===== config.mk =====
export PLATFORM = sky130hd
export DESIGN_NAME = duty_sequencer_flat
export DESIGN_NICKNAME = d
export VERILOG_FILES = /design/src/rtl/duty_seq_if.sv /design/src/rtl/duty_sequencer.sv /design/src/flat_wrapper.sv
export SDC_FILE = /design/constraint.sdc
export NUM_CORES = 1
export LEC_CHECK = 0
export BUFFER_PORTS_ARGS = -buffer_cell sky130_fd_sc_hd__buf_2
export CORE_ASPECT_RATIO = 1.4
export CORE_UTILIZATION = 30
export CTS_CLUSTER_DIAMETER = 200
export DETAILED_ROUTE_END_ITERATION = 8
export MAX_ROUTING_LAYER = met4
export PLACE_DENSITY = 0.5
export SYNTH_ARGS = -nofsm -noshare
export SYNTH_HDL_FRONTEND = slang
export SYNTH_SLANG_ARGS = --single-unit
export TNS_END_PERCENT = 20

===== constraint.sdc =====
create_clock -name clk -period 6.4 [get_ports clk]
set_input_delay 0.96 -clock clk [delete_from_list [all_inputs] [get_ports clk]]
set_output_delay 0.96 -clock clk [all_outputs]
set_load 0.1 [all_outputs]

===== src/rtl/duty_seq_if.sv =====
// Handshake/bus bundle for duty_sequencer: PWM wrap pulse, run control,
// pattern-table write port and the duty/step/busy outputs.
interface duty_seq_if #(
   parameter int W = 8
);
   logic         period_end;
   logic         start;
   logic         stop;
   logic         wr_en;
   logic [2:0]   wr_addr;
   logic [W-1:0] wr_data;
   logic [W-1:0] duty;
   logic [2:0]   step_idx;
   logic         busy;

   modport master (
      output period_end, start, stop, wr_en, wr_addr, wr_data,
      input  duty, step_idx, busy
   );

   modport slave (
      input  period_end, start, stop, wr_en, wr_addr, wr_data,
      output duty, step_idx, busy
   );
endinterface


===== src/rtl/duty_sequencer.sv =====
// Steps a PWM duty word through an 8-entry pattern table, holding each entry
// for HOLD periods. Optional slew limiting is enabled by macro DUTY_SEQ_SLEW_EN.
module duty_sequencer #(
   parameter int W    = 8,
   parameter int HOLD = 16,
   parameter int SLEW = 8
) (
   input  logic       clk,
   input  logic       reset,
   duty_seq_if.slave  bus
);

   typedef enum logic [1:0] {
      IDLE     = 2'd0,
      RUN      = 2'd1,
      RAMPDOWN = 2'd2
   } state_t;

   localparam logic [7:0] HOLD_C = 8'(HOLD);
`ifdef DUTY_SEQ_SLEW_EN
   localparam logic [W:0] SLEW_C = (W+1)'(SLEW);
`endif

   state_t       state_q, state_d;
   logic [W-1:0] duty_q, duty_d;
   logic [2:0]   idx_q, idx_d;
   logic [7:0]   hold_q, hold_d;
   logic         busy_q, busy_d;
   logic         rst_done_q, rst_done_d;
   logic [W-1:0] table_q [8];
   logic [W-1:0] table_d [8];
   logic [W-1:0] target_s;
   logic [W-1:0] ramp_s;
   logic [7:0]   hold_inc_s;

   // Move cur toward tgt without overshoot; bit W flags an out-of-range result.
   function automatic logic [W-1:0] approach(input logic [W-1:0] cur, input logic [W-1:0] tgt);
      logic [W:0] cur_x;
      logic [W:0] tgt_x;
      logic [W:0] gap;
      logic [W:0] stp;
      logic [W:0] nxt;
      cur_x = {1'b0, cur};
      tgt_x = {1'b0, tgt};
      if (tgt_x >= cur_x) gap = tgt_x - cur_x;
      else                gap = cur_x - tgt_x;
`ifdef DUTY_SEQ_SLEW_EN
      if (gap > SLEW_C) stp = SLEW_C;
      else              stp = gap;
`else
      stp = gap;
`endif
      if (tgt_x >= cur_x) nxt = cur_x + stp;
      else                nxt = cur_x - stp;
      return nxt[W] ? {W{1'b1}} : nxt[W-1:0];
   endfunction

   // Pattern table write; deliberately not reset.
   always_comb begin
      table_d = table_q;
      if (bus.wr_en) table_d[bus.wr_addr] = bus.wr_data;
      else           table_d[bus.wr_addr] = table_q[bus.wr_addr];
   end

   // Table storage register.
   always_ff @(posedge clk) begin
      table_q <= table_d;
   end

   // Sequencer next state; nothing advances on the first edge out of reset.
   always_comb begin
      state_d    = state_q;
      duty_d     = duty_q;
      idx_d      = idx_q;
      hold_d     = hold_q;
      rst_done_d = 1'b1;
      target_s   = table_q[idx_q];
      ramp_s     = approach(duty_q, {W{1'b0}});
      hold_inc_s = hold_q + 8'd1;
      if (rst_done_q) begin
         case (state_q)
            IDLE: begin
               duty_d = {W{1'b0}};
               if (bus.start && !bus.stop) begin
                  state_d = RUN;
                  idx_d   = 3'd0;
                  hold_d  = 8'd0;
               end else begin
                  state_d = IDLE;
               end
            end
            RUN: begin
               if (bus.period_end) begin
                  // Duty uses the target in force before any step advance.
                  duty_d = approach(duty_q, target_s);
                  if (hold_inc_s == HOLD_C) begin
                     hold_d = 8'd0;
                     idx_d  = idx_q + 3'd1;
                  end else begin
                     hold_d = hold_inc_s;
                  end
               end else begin
                  duty_d = duty_q;
               end
               if (bus.stop) state_d = RAMPDOWN;
               else          state_d = RUN;
            end
            RAMPDOWN: begin
               if (bus.period_end) begin
                  duty_d = ramp_s;
                  if (ramp_s == {W{1'b0}}) state_d = IDLE;
                  else                     state_d = RAMPDOWN;
               end else begin
                  state_d = RAMPDOWN;
               end
            end
            default: begin
               state_d = IDLE;
               duty_d  = {W{1'b0}};
            end
         endcase
      end else begin
         state_d = state_q;
      end
      busy_d = (state_d != IDLE);
   end

   // Control and output registers.
   always_ff @(posedge clk or negedge reset) begin
      if (!reset) begin
         state_q    <= IDLE;
         duty_q     <= {W{1'b0}};
         idx_q      <= 3'd0;
         hold_q     <= 8'd0;
         busy_q     <= 1'b0;
         rst_done_q <= 1'b0;
      end else begin
         state_q    <= state_d;
         duty_q     <= duty_d;
         idx_q      <= idx_d;
         hold_q     <= hold_d;
         busy_q     <= busy_d;
         rst_done_q <= rst_done_d;
      end
   end

   assign bus.duty     = duty_q;
   assign bus.step_idx = idx_q;
   assign bus.busy     = busy_q;

endmodule


===== src/flat_wrapper.sv =====
// flat-port wrapper written by rule: the top's interface ports become plain ports
module duty_sequencer_flat 
#(
   parameter int W    = 8,
   parameter int HOLD = 16,
   parameter int SLEW = 8
)
  (clk, reset, bus_period_end, bus_start, bus_stop, bus_wr_en, bus_wr_addr, bus_wr_data, bus_duty, bus_step_idx, bus_busy);
  duty_seq_if #(.W(W)) bus_i ();
  input  logic clk;
  input  logic reset;
  input wire logic [$bits(bus_i.period_end)-1:0] bus_period_end;
  input wire logic [$bits(bus_i.start)-1:0] bus_start;
  input wire logic [$bits(bus_i.stop)-1:0] bus_stop;
  input wire logic [$bits(bus_i.wr_en)-1:0] bus_wr_en;
  input wire logic [$bits(bus_i.wr_addr)-1:0] bus_wr_addr;
  input wire logic [$bits(bus_i.wr_data)-1:0] bus_wr_data;
  output wire logic [$bits(bus_i.duty)-1:0] bus_duty;
  output wire logic [$bits(bus_i.step_idx)-1:0] bus_step_idx;
  output wire logic [$bits(bus_i.busy)-1:0] bus_busy;
  assign bus_i.period_end = bus_period_end;
  assign bus_i.start = bus_start;
  assign bus_i.stop = bus_stop;
  assign bus_i.wr_en = bus_wr_en;
  assign bus_i.wr_addr = bus_wr_addr;
  assign bus_i.wr_data = bus_wr_data;
  assign bus_duty = bus_i.duty;
  assign bus_step_idx = bus_i.step_idx;
  assign bus_busy = bus_i.busy;
  duty_sequencer #(.W(W), .HOLD(HOLD), .SLEW(SLEW)) u_core (.clk(clk), .reset(reset), .bus(bus_i));
endmodule

==> results of run 1 <==
-- metal layers --
layer / wire length [um] / part of all wire, %
met1: 7100 / 40
met2: 9310 / 53
met3: 559 / 3.2
met4: 671 / 3.8
met5: 0 / 0
-- layout by cell type, fill, tap and decap left out, types with 10 or more instances in the layout --
master                     count
sky130_fd_sc_hd__ha_1         38
sky130_fd_sc_hd__a22oi_1      10
sky130_fd_sc_hd__nor3_1       13
sky130_fd_sc_hd__nand3_1      13
sky130_fd_sc_hd__o21ai_0      32
sky130_fd_sc_hd__inv_1        40
sky130_fd_sc_hd__buf_2        28
sky130_fd_sc_hd__nand2_1      32
sky130_fd_sc_hd__mux2i_1      20
sky130_fd_sc_hd__nor2_1       97
sky130_fd_sc_hd__a21oi_1      29
sky130_fd_sc_hd__nor2b_1      11
sky130_fd_sc_hd__dfrtp_1      22
sky130_fd_sc_hd__edfxtp_1     64
sky130_fd_sc_hd__xnor2_1      25
sky130_fd_sc_hd__mux4_2       23
-- cell families after synthesis --
logic type,after synthesis,synth area share (%)
simple gates,208,15.2
other cells,1,0.0591
flops,87,39.4
fa+ha+maj,41,8.44
mux,50,12.6
compound gates,146,15.5
xor+xnor,34,4.69
buf+inv,67,4.22
-- final timing paths --
| kind | from | depth (start not counted) | slack, ns | to |
|---|---|---|---|---|
| worst max-delay path | u_core.bus.step_idx[0] | 22 | 0.52 | u_core.bus.duty[2] |
| worst min-delay path | u_core.hold_q[7] | 2 | 0.54 | u_core.hold_q[7] |
| worst max register to register | u_core.bus.step_idx[0] | 22 | 0.52 | u_core.bus.duty[2] |
| worst min register to register | u_core.hold_q[7] | 2 | 0.54 | u_core.hold_q[7] |
| max in group asynchronous | reset | 1 | 5.41 | u_core.bus.step_idx[0] |
| min in group asynchronous | reset | 1 | 0.59 | u_core.rst_done_q |
-- what timing repair did --
action / CTS / global route
resized for setup: 0 / 2
setup endpoints to repair: 0 / 8
setup buffers: 0 / 1
-- final cells by class --
| class | count | area (sq um) |
|---|---|---|
| fill | 2110 | 13600 |
| clock buffer | 9 | 225 |
| multi-input combinational | 480 | 3590 |
| clock inverter | 7 | 63.8 |
| inverter | 40 | 150 |
| tap | 256 | 320 |
| sequential | 87 | 2500 |
| timing repair buffer | 33 | 185 |
-- registers in the layout, indices dropped and copies added, names as in the netlist --
| signal | cells |
|---|---|
| u_core.bus.busy | 1 |
| u_core.bus.duty | 8 |
| u_core.bus.step_idx | 3 |
| u_core.hold_q | 8 |
| u_core.rst_done_q | 1 |
| u_core.state_q | 2 |
| u_core.table_q | 64 |
-- cells in the mapped netlist, types with 5 or more instances --
cell                       instances  area [sq um]
sky130_fd_sc_hd__xor2_1            9          78.8
sky130_fd_sc_hd__edfxtp_1         64          1920
sky130_fd_sc_hd__clkbuf_1         18          67.6
sky130_fd_sc_hd__o21ai_1           8          40.0
sky130_fd_sc_hd__a31oi_1           5          31.3
sky130_fd_sc_hd__a21oi_1          29           145
sky130_fd_sc_hd__o21ai_0          32           160
sky130_fd_sc_hd__a22oi_1          10          75.1
sky130_fd_sc_hd__inv_1            40           150
sky130_fd_sc_hd__or2_2             5          31.3
sky130_fd_sc_hd__nor2_1           97           364
sky130_fd_sc_hd__a21o_1            7          52.6
sky130_fd_sc_hd__dfrtp_1          23           576
sky130_fd_sc_hd__buf_2             7          35.0
sky130_fd_sc_hd__nor3b_1           7          52.6
sky130_fd_sc_hd__ha_1             38           475
sky130_fd_sc_hd__o211ai_1          8          60.1
sky130_fd_sc_hd__nor2b_1          11          68.8
sky130_fd_sc_hd__mux2i_1          20           200
sky130_fd_sc_hd__nor3_1           14          70.1
sky130_fd_sc_hd__nand2_1          32           120
sky130_fd_sc_hd__mux2_2            7          78.8
sky130_fd_sc_hd__nand2b_1          5          31.3
sky130_fd_sc_hd__mux4_2           23           518
sky130_fd_sc_hd__xnor2_1          25           219
sky130_fd_sc_hd__and3_1            6          37.5
sky130_fd_sc_hd__nand3_1          13          65.1
-- worst register-to-register path, cell delays in order (launching register included) --
cell and delay [ns]:
sky130_fd_sc_hd__dfrtp_4 0.59, sky130_fd_sc_hd__buf_8 0.22, sky130_fd_sc_hd__mux4_2 0.52, sky130_fd_sc_hd__mux2i_1 0.25, sky130_fd_sc_hd__inv_1 0.08, sky130_fd_sc_hd__ha_1 0.31, sky130_fd_sc_hd__and2b_1 0.20, sky130_fd_sc_hd__o2111ai_1 0.31
sky130_fd_sc_hd__a21boi_1 0.15, sky130_fd_sc_hd__o221a_2 0.29, sky130_fd_sc_hd__or2_2 0.33, sky130_fd_sc_hd__a31o_2 0.25, sky130_fd_sc_hd__nand3_1 0.08, sky130_fd_sc_hd__xnor2_1 0.12, sky130_fd_sc_hd__ha_1 0.30, sky130_fd_sc_hd__nand3_1 0.10
sky130_fd_sc_hd__o211ai_1 0.11, sky130_fd_sc_hd__nor4_1 0.29, sky130_fd_sc_hd__nor3_2 0.12, sky130_fd_sc_hd__xor2_1 0.19, sky130_fd_sc_hd__or4_4 0.50, sky130_fd_sc_hd__a21oi_4 0.28, sky130_fd_sc_hd__o211ai_1 0.15
-- per-stage QoR --
stage          area (sq um)  hold WS, ns  worst slack [ns]
6_report               7030        0.540             0.524
3_3_place_gp           6720        0.510             0.445
3_5_place_dp           6720        0.527             0.276
4_1_cts                7010        0.545             0.264
2_1_floorplan          6350        0.492            0.0293
5_1_grt                7030        0.569             0.104
-- power groups by stage --
| stage | sequential, mW | combinational [mW] | clock, mW |
|---|---|---|---|
| floorplan | 0.879 | 1.33 | 0 |
| global placement | 0.749 | 1.82 | 0 |
| detailed placement | 0.750 | 1.86 | 0 |
| CTS | 0.738 | 1.87 | 0.538 |
| global route | 0.748 | 2.07 | 0.557 |
| finish | 0.738 | 1.87 | 0.528 |
==> metrics.md, run 1 <==
| Metric | Value |
|---|---|
| Max-slew violation count | `0` |
| Combinational share of power | `59.7%` |
| Synth-to-Final Area Change | `10.8%` |
| Most used flip-flop cell after synthesis | `sky130_fd_sc_hd__edfxtp_1` |
| Share of final-layout standard cells stronger than drive strength 1 | `13.7%` |
| Initial Util | `about 31%` |
| P_sw | `~1.5 mW` |
| Highest net fanout along the worst path | `11` |
| Maximum clock insertion buffer count | `2` |
| Synthesized Nets | `around 700` |
| Shortest clock period the worst path allows after layout | `5.88 ns` |
| Synthesized area | `approximately 6300 sq um` |
| Fin crit share | `between 90 and 100%` |
| Global-route usage over all layers | `17.1%` |
| Cell Count, Final, Fillers Out | `between 900 and 1,000` |
| CP delay by family, top | `simple AND/OR/NAND/NOR gates` |
| FP Rows | `62` |
| Fraction of synthesis flops using an asynchronous set or reset pin | `26.4%` |
| RSZ-0062 raised after global routing | `no` |
| Clock Pin Slew Worst Setup and Hold Paths | `0.07 ns` |
| Global routing usage on met2 | `30.5%` |
| Power share of the sequential group | `23.5%` |
| Met1 track utilization from global routing | `18.5%` |
| Warning count from the yosys run | `0` |
| Antenna cells | `0` |
| Core footprint | `between 20,000 and 25,000 sq um` |
| Cell with the largest stage delay on the worst path | `sky130_fd_sc_hd__dfrtp_4` |
| Maximum vdd drop | `0.201 mV` |
| Total via count in the routed design | `5,001` |
| Final RePlAce weighted congestion | `0.889` |
| Setup violations, final | `0` |
| Number of synthesized flops with an enable pin | `64` |
| Skew-Pair Late Insertion Delay | `roughly 0.35 ns` |
| Utilization after layout | `34.1%` |
| Count of routing violations after the opening detailed-route iteration | `about 280` |
| Busiest layer in global routing | `met2` |
| Syn Inst Count | `634` |
| Sum of internal, switching and leakage power | `3.14 mW` |
| Final-layout setup total negative slack | `0 ns` |
| Largest stage delay on the critical path | `0.59 ns` |
| Data arrival time of the critical path | `6.08 ns` |
| Global route total overflow | `0` |
| Via density per instance | `5.48` |
| Clock network fraction of total power | `16.8%` |
| Number of distinct library cells after synthesis | `62` |
| Aggregate routed wire length | `17,600 um` |
| Internal Power | `1.65 mW` |
| Root Buffer | `sky130_fd_sc_hd__clkbuf_16` |
| H-tree depth | `3` |
| Register bit total from synthesis | `87` |
| Pin count of the biggest net entering global routing | `29` |
| Result of the run | `finished, final reports clean` |
| Max Clock Skew | `0.00945 ns` |
| Total clock buffers created by CTS | `9` |
| Routed WL per cell | `19.3 um` |
| Slew @ Worst Pin | `1.20 ns` |
| Final #Nets | `between 700 and 800` |
| Placed Instances | `895` |
| Count of nets left with antenna violations after detail routing | `0` |
| Global-route met3 utilization | `2.31%` |
| Max-capacitance violation count | `0` |
| Wire length of the first global-routing pass | `27,600 um` |
| Worst hold path class | `reg -> reg` |
| Slew headroom | `19.2%` |
| TritonCTS clock tree | `built` |
| Leakage power of the design | `2.72 nW` |
| Average footprint of a synthesized cell | `about 10 sq um` |
| Net switching fraction of the power | `47.3%` |
| Antenna violations before repair | `0` |
| Overall die area | `21,700 sq um` |
| Critical path, cell by cell | `buf_8 -> mux4_2 -> mux2i_1 -> inv_1 -> ha_1 -> and2b_1 -> o2111ai_1 -> a21boi_1 -> o221a_2 -> or2_2 -> a31o_2 -> nand3_1 -> xnor2_1 -> ha_1 -> nand3_1 -> o211ai_1 -> nor4_1 -> nor3_2 -> xor2_1 -> or4_4 -> a21oi_4 -> o211ai_1` |
| Worst Path Buf+Inv | `2` |
| Detailed placer's ending HPWL | `roughly 13,000 um` |
| Clock sink total | `87` |
| Fraction of the yosys area taken by sequential cells | `39.4%` |
| Number of remaining DRC errors | `0` |
| Areal power density over the cells | `446 nW/um^2` |
| Height of the die | `between 150 and 200 um` |
| Crit Path Category | `reg -> reg` |
| Hold buffer count at cts | `0` |
| Hold Violations, Final | `0` |
| CP startpoint kind | `flop` |
| Input/output buffers | `28` |
| Critical path capture point type | `flop` |
| Die X | `125 um` |
| Number of global-route vias before repair | `5,206` |
| Maximum operating frequency | `170 MHz` |
| Ports | `29` |
| Endpoint required time on the critical path | `~6.6 ns` |
| Pre-antenna DRT Iters | `5` |
Power figures use the tool's default switching activity.
==> inputs of run 2 (changes only) <==
PLACE_DENSITY = 0.49   (was 0.5)
REMOVE_ABC_BUFFERS = 1   (was default)
SLEW_MARGIN = 10   (was default)
clock period = 6.7 ns   (was 6.4 ns; I/O delays follow)
==> run 2 against run 1 <==
Against the previous run:
- the run now ends with DRC left
- total power decreased by 5.6%
- first-iteration DRC count increased by 9.7%
- register-to-register slack improved by 0.07 ns
- sequential share of layout area increased by 0.15 points
- critical path depth decreased by 2
- non-clock buffer count decreased by 1
==> metrics.md, run 2 (same netlist as run 1, synthesis figures left out) <==
| Metric | Value |
|---|---|
| Result of the run | `complete, but fails checks` |
| Violations in the final reports | `DRC` |
| Final #Nets | `708 (-0.14%)` |
| CP startpoint kind | `flop` |
| Slew headroom | `38.7% (+20 points)` |
| Number of global-route vias before repair | `5,009 (-3.8%)` |
| Clock sink total | `87 (unchanged)` |
| TritonCTS clock tree | `built` |
| Hold Violations, Final | `0 (unchanged)` |
| Count of routing violations after the opening detailed-route iteration | `304 (+9.7%)` |
| Areal power density over the cells | `424 nW/um^2 (-5.0%)` |
| Top reg by flops | `u_core.table_q` |
| Critical path capture point type | `flop` |
| Height of the die | `174 um (unchanged)` |
| Endpoint required time on the critical path | `6.91 ns (+0.30 ns)` |
| Ports | `29 (unchanged)` |
| Initial Util | `30.8% (unchanged)` |
| Critical path, cell by cell | `buf_4 -> mux4_2 -> mux2i_1 -> buf_4 -> inv_1 -> ha_1 -> and2b_1 -> o2111ai_1 -> a21boi_1 -> nor2_1 -> a21boi_0 -> fa_1 -> a21oi_1 -> o211ai_1 -> nor4_1 -> nor3_1 -> xor2_1 -> or4_4 -> a21oi_4 -> o211ai_1` |
| Aggregate routed wire length | `17,600 um (-0.20%)` |
| Final RePlAce weighted congestion | `0.856 (-3.6%)` |
| Maximum vdd drop | `0.207 mV (+2.7%)` |
| Max Clock Skew | `0.0126 ns (+0.00311 ns)` |
| Root Buffer | `sky130_fd_sc_hd__clkbuf_16` |
| PnR worst setup slack | `0.597 ns (+0.0733 ns)` |
| Fin crit share | `91.1% (-0.73 points)` |
| Share of final-layout standard cells stronger than drive strength 1 | `13.4% (-0.28 points)` |
| Leakage power of the design | `2.70 nW (-0.42%)` |
| Multi-input combinational cell area | `3580 sq um (-0.14%)` |
| Synth-to-Final Area Change | `10.2%` |
| Cell with the largest stage delay on the worst path | `sky130_fd_sc_hd__mux4_2` |
| Utilization after layout | `33.9% (-0.19 points)` |
| Setup slack of the most critical reg-to-reg path | `0.60 ns (+0.07 ns)` |
| Routed WL per cell | `19.3 um (about the same)` |
| Total via count in the routed design | `4,985 (-0.32%)` |
| Max-capacitance violation count | `0 (unchanged)` |
| Fillers | `2,137 (+1.3%)` |
| Crit Path Category | `reg -> reg` |
| H-tree depth | `3 (unchanged)` |
| Count of cells along the worst register-to-register path | `20 (-9.1%)` |
| Global route total overflow | `0 (unchanged)` |
| Count of nets left with antenna violations after detail routing | `0 (unchanged)` |
| Slew @ Worst Pin | `0.912 ns (-0.288 ns)` |
| Die X | `125 um (unchanged)` |
| Data arrival time of the critical path | `6.31 ns (+0.23 ns)` |
| Pin count of the biggest net entering global routing | `29 (unchanged)` |
| Global-route usage over all layers | `17.0% (-0.082 points)` |
| Post-Place Setup Slack | `0.593 ns (+0.317 ns)` |
| Crit Reg-Reg Endpoint | `u_core.bus.duty[7]` |
| Largest stage delay on the critical path | `0.55 ns (-0.04 ns)` |
| Input/output buffers | `28 (unchanged)` |
| Core footprint | `20,600 sq um (unchanged)` |
| Antenna cells | `0 (unchanged)` |
| Overall die area | `21,700 sq um (unchanged)` |
| Skew-Pair Late Insertion Delay | `0.36 ns (about the same)` |
| Number of remaining DRC errors | `2 (+2)` |
| Setup violations, final | `0 (unchanged)` |
| Maximum operating frequency | `164 MHz (-3.7%)` |
| Total setup buffers inserted after CTS | `0 (unchanged)` |
| Worst Hold Path Cells | `2 (unchanged)` |
| Hold buffer count at cts | `0 (unchanged)` |
| Worst hold path class | `reg -> reg` |
| Final-layout setup total negative slack | `0 ns (unchanged)` |
| Beginning of the worst register-to-register path | `u_core.bus.step_idx[0]` |
| Commonest non-fill, non-tap cell in the layout | `sky130_fd_sc_hd__nor2_1` |
| Number of gates resized after cts | `0 (unchanged)` |
| Total clock buffers created by CTS | `9 (unchanged)` |
| Highest-count cells in the layout ignoring fill and taps | `sky130_fd_sc_hd__nor2_1, sky130_fd_sc_hd__edfxtp_1, sky130_fd_sc_hd__inv_1, sky130_fd_sc_hd__ha_1, sky130_fd_sc_hd__nand2_1` |
| Antenna violations before repair | `0 (unchanged)` |
| Min-delay src | `u_core.hold_q[7]` |
| FP Rows | `62 (unchanged)` |
| Maximum clock insertion buffer count | `2 (unchanged)` |
| Clock Pin Slew Worst Setup and Hold Paths | `0.07 ns (about the same)` |
| Wire length of the first global-routing pass | `27,500 um (-0.65%)` |
| Shortest clock period the worst path allows after layout | `6.10 ns (+0.227 ns)` |
| Detailed placer's ending HPWL | `12,700 um (-1.8%)` |
| Highest net fanout along the worst path | `20 (+9)` |
| Pre-antenna DRT Iters | `7 (+2)` |
| Number of flip-flops in the largest register | `64 (unchanged)` |
| Via density per instance | `5.47 (-0.21%)` |
| Sequential standard cell area | `2500 sq um (-0.15%)` |
| Worst Hold End | `u_core.hold_q[7]` |
| Max-slew violation count | `0 (unchanged)` |
| RSZ-0062 raised after global routing | `no` |
==> run 2: worst max-delay path by stage <==
stage	start	endpoint	slack (ns)	cells past startpoint
2_1_floorplan	u_core.bus.step_idx[0]	u_core.bus.duty[1]	0.25	21
3_3_place_gp	u_core.bus.step_idx[0]	u_core.bus.duty[3]	0.71	20
3_5_place_dp	u_core.bus.step_idx[0]	u_core.bus.duty[7]	0.59	20
4_1_cts	u_core.bus.step_idx[0]	u_core.bus.duty[7]	0.57	20
5_1_grt	u_core.bus.step_idx[0]	u_core.bus.duty[3]	0.13	22
6_report	u_core.bus.step_idx[0]	u_core.bus.duty[7]	0.60	20
==> run 2: final cells by class <==
cell class,instances,share of cell area [%]
clock inverter,6,0.626
tap,256,4.58
inverter,40,2.15
sequential,87,35.7
timing repair buffer,32,2.43
multi-input combinational,480,51.2
clock buffer,10,3.27
==> run 2: stage by stage <==
step	total power, mW	cells	cell area [sq um]	hold WS [ns]
after global routing	3.18	911	6990	0.563
after CTS	2.97	911	6990	0.541
final	2.96	911	6990	0.536
after global placement	2.47	895	6720	0.516
after detailed placement	2.49	895	6720	0.525
after floorplan	2.09	607	6230	0.492
==> run 2: routing by layer <==
metal,global-route usage [%],vias up,share of wire [%]
met5,-,-,0
met1,18.8,2426,41
met4,9.10,0,3.8
met3,2.12,53,3.6
li1,-,2365,-
met2,29.8,141,52
==> run 2: critical path: cells and delay by family, from the launching register on <==
family          cells  cell delay, ns
mux                 2            0.70
compound gates      7            1.67
simple gates        5            1.65
flops               1            0.32
xor+xnor            1            0.20
buf+inv             3            0.57
fa+ha+maj           2            0.81
==> run 2: power breakdown <==
group | internal (mW) | switching (mW) | total, mW
registers | 0.621 | 0.0872 | 0.708
clock network | 0.254 | 0.227 | 0.481
logic | 0.666 | 1.11 | 1.77
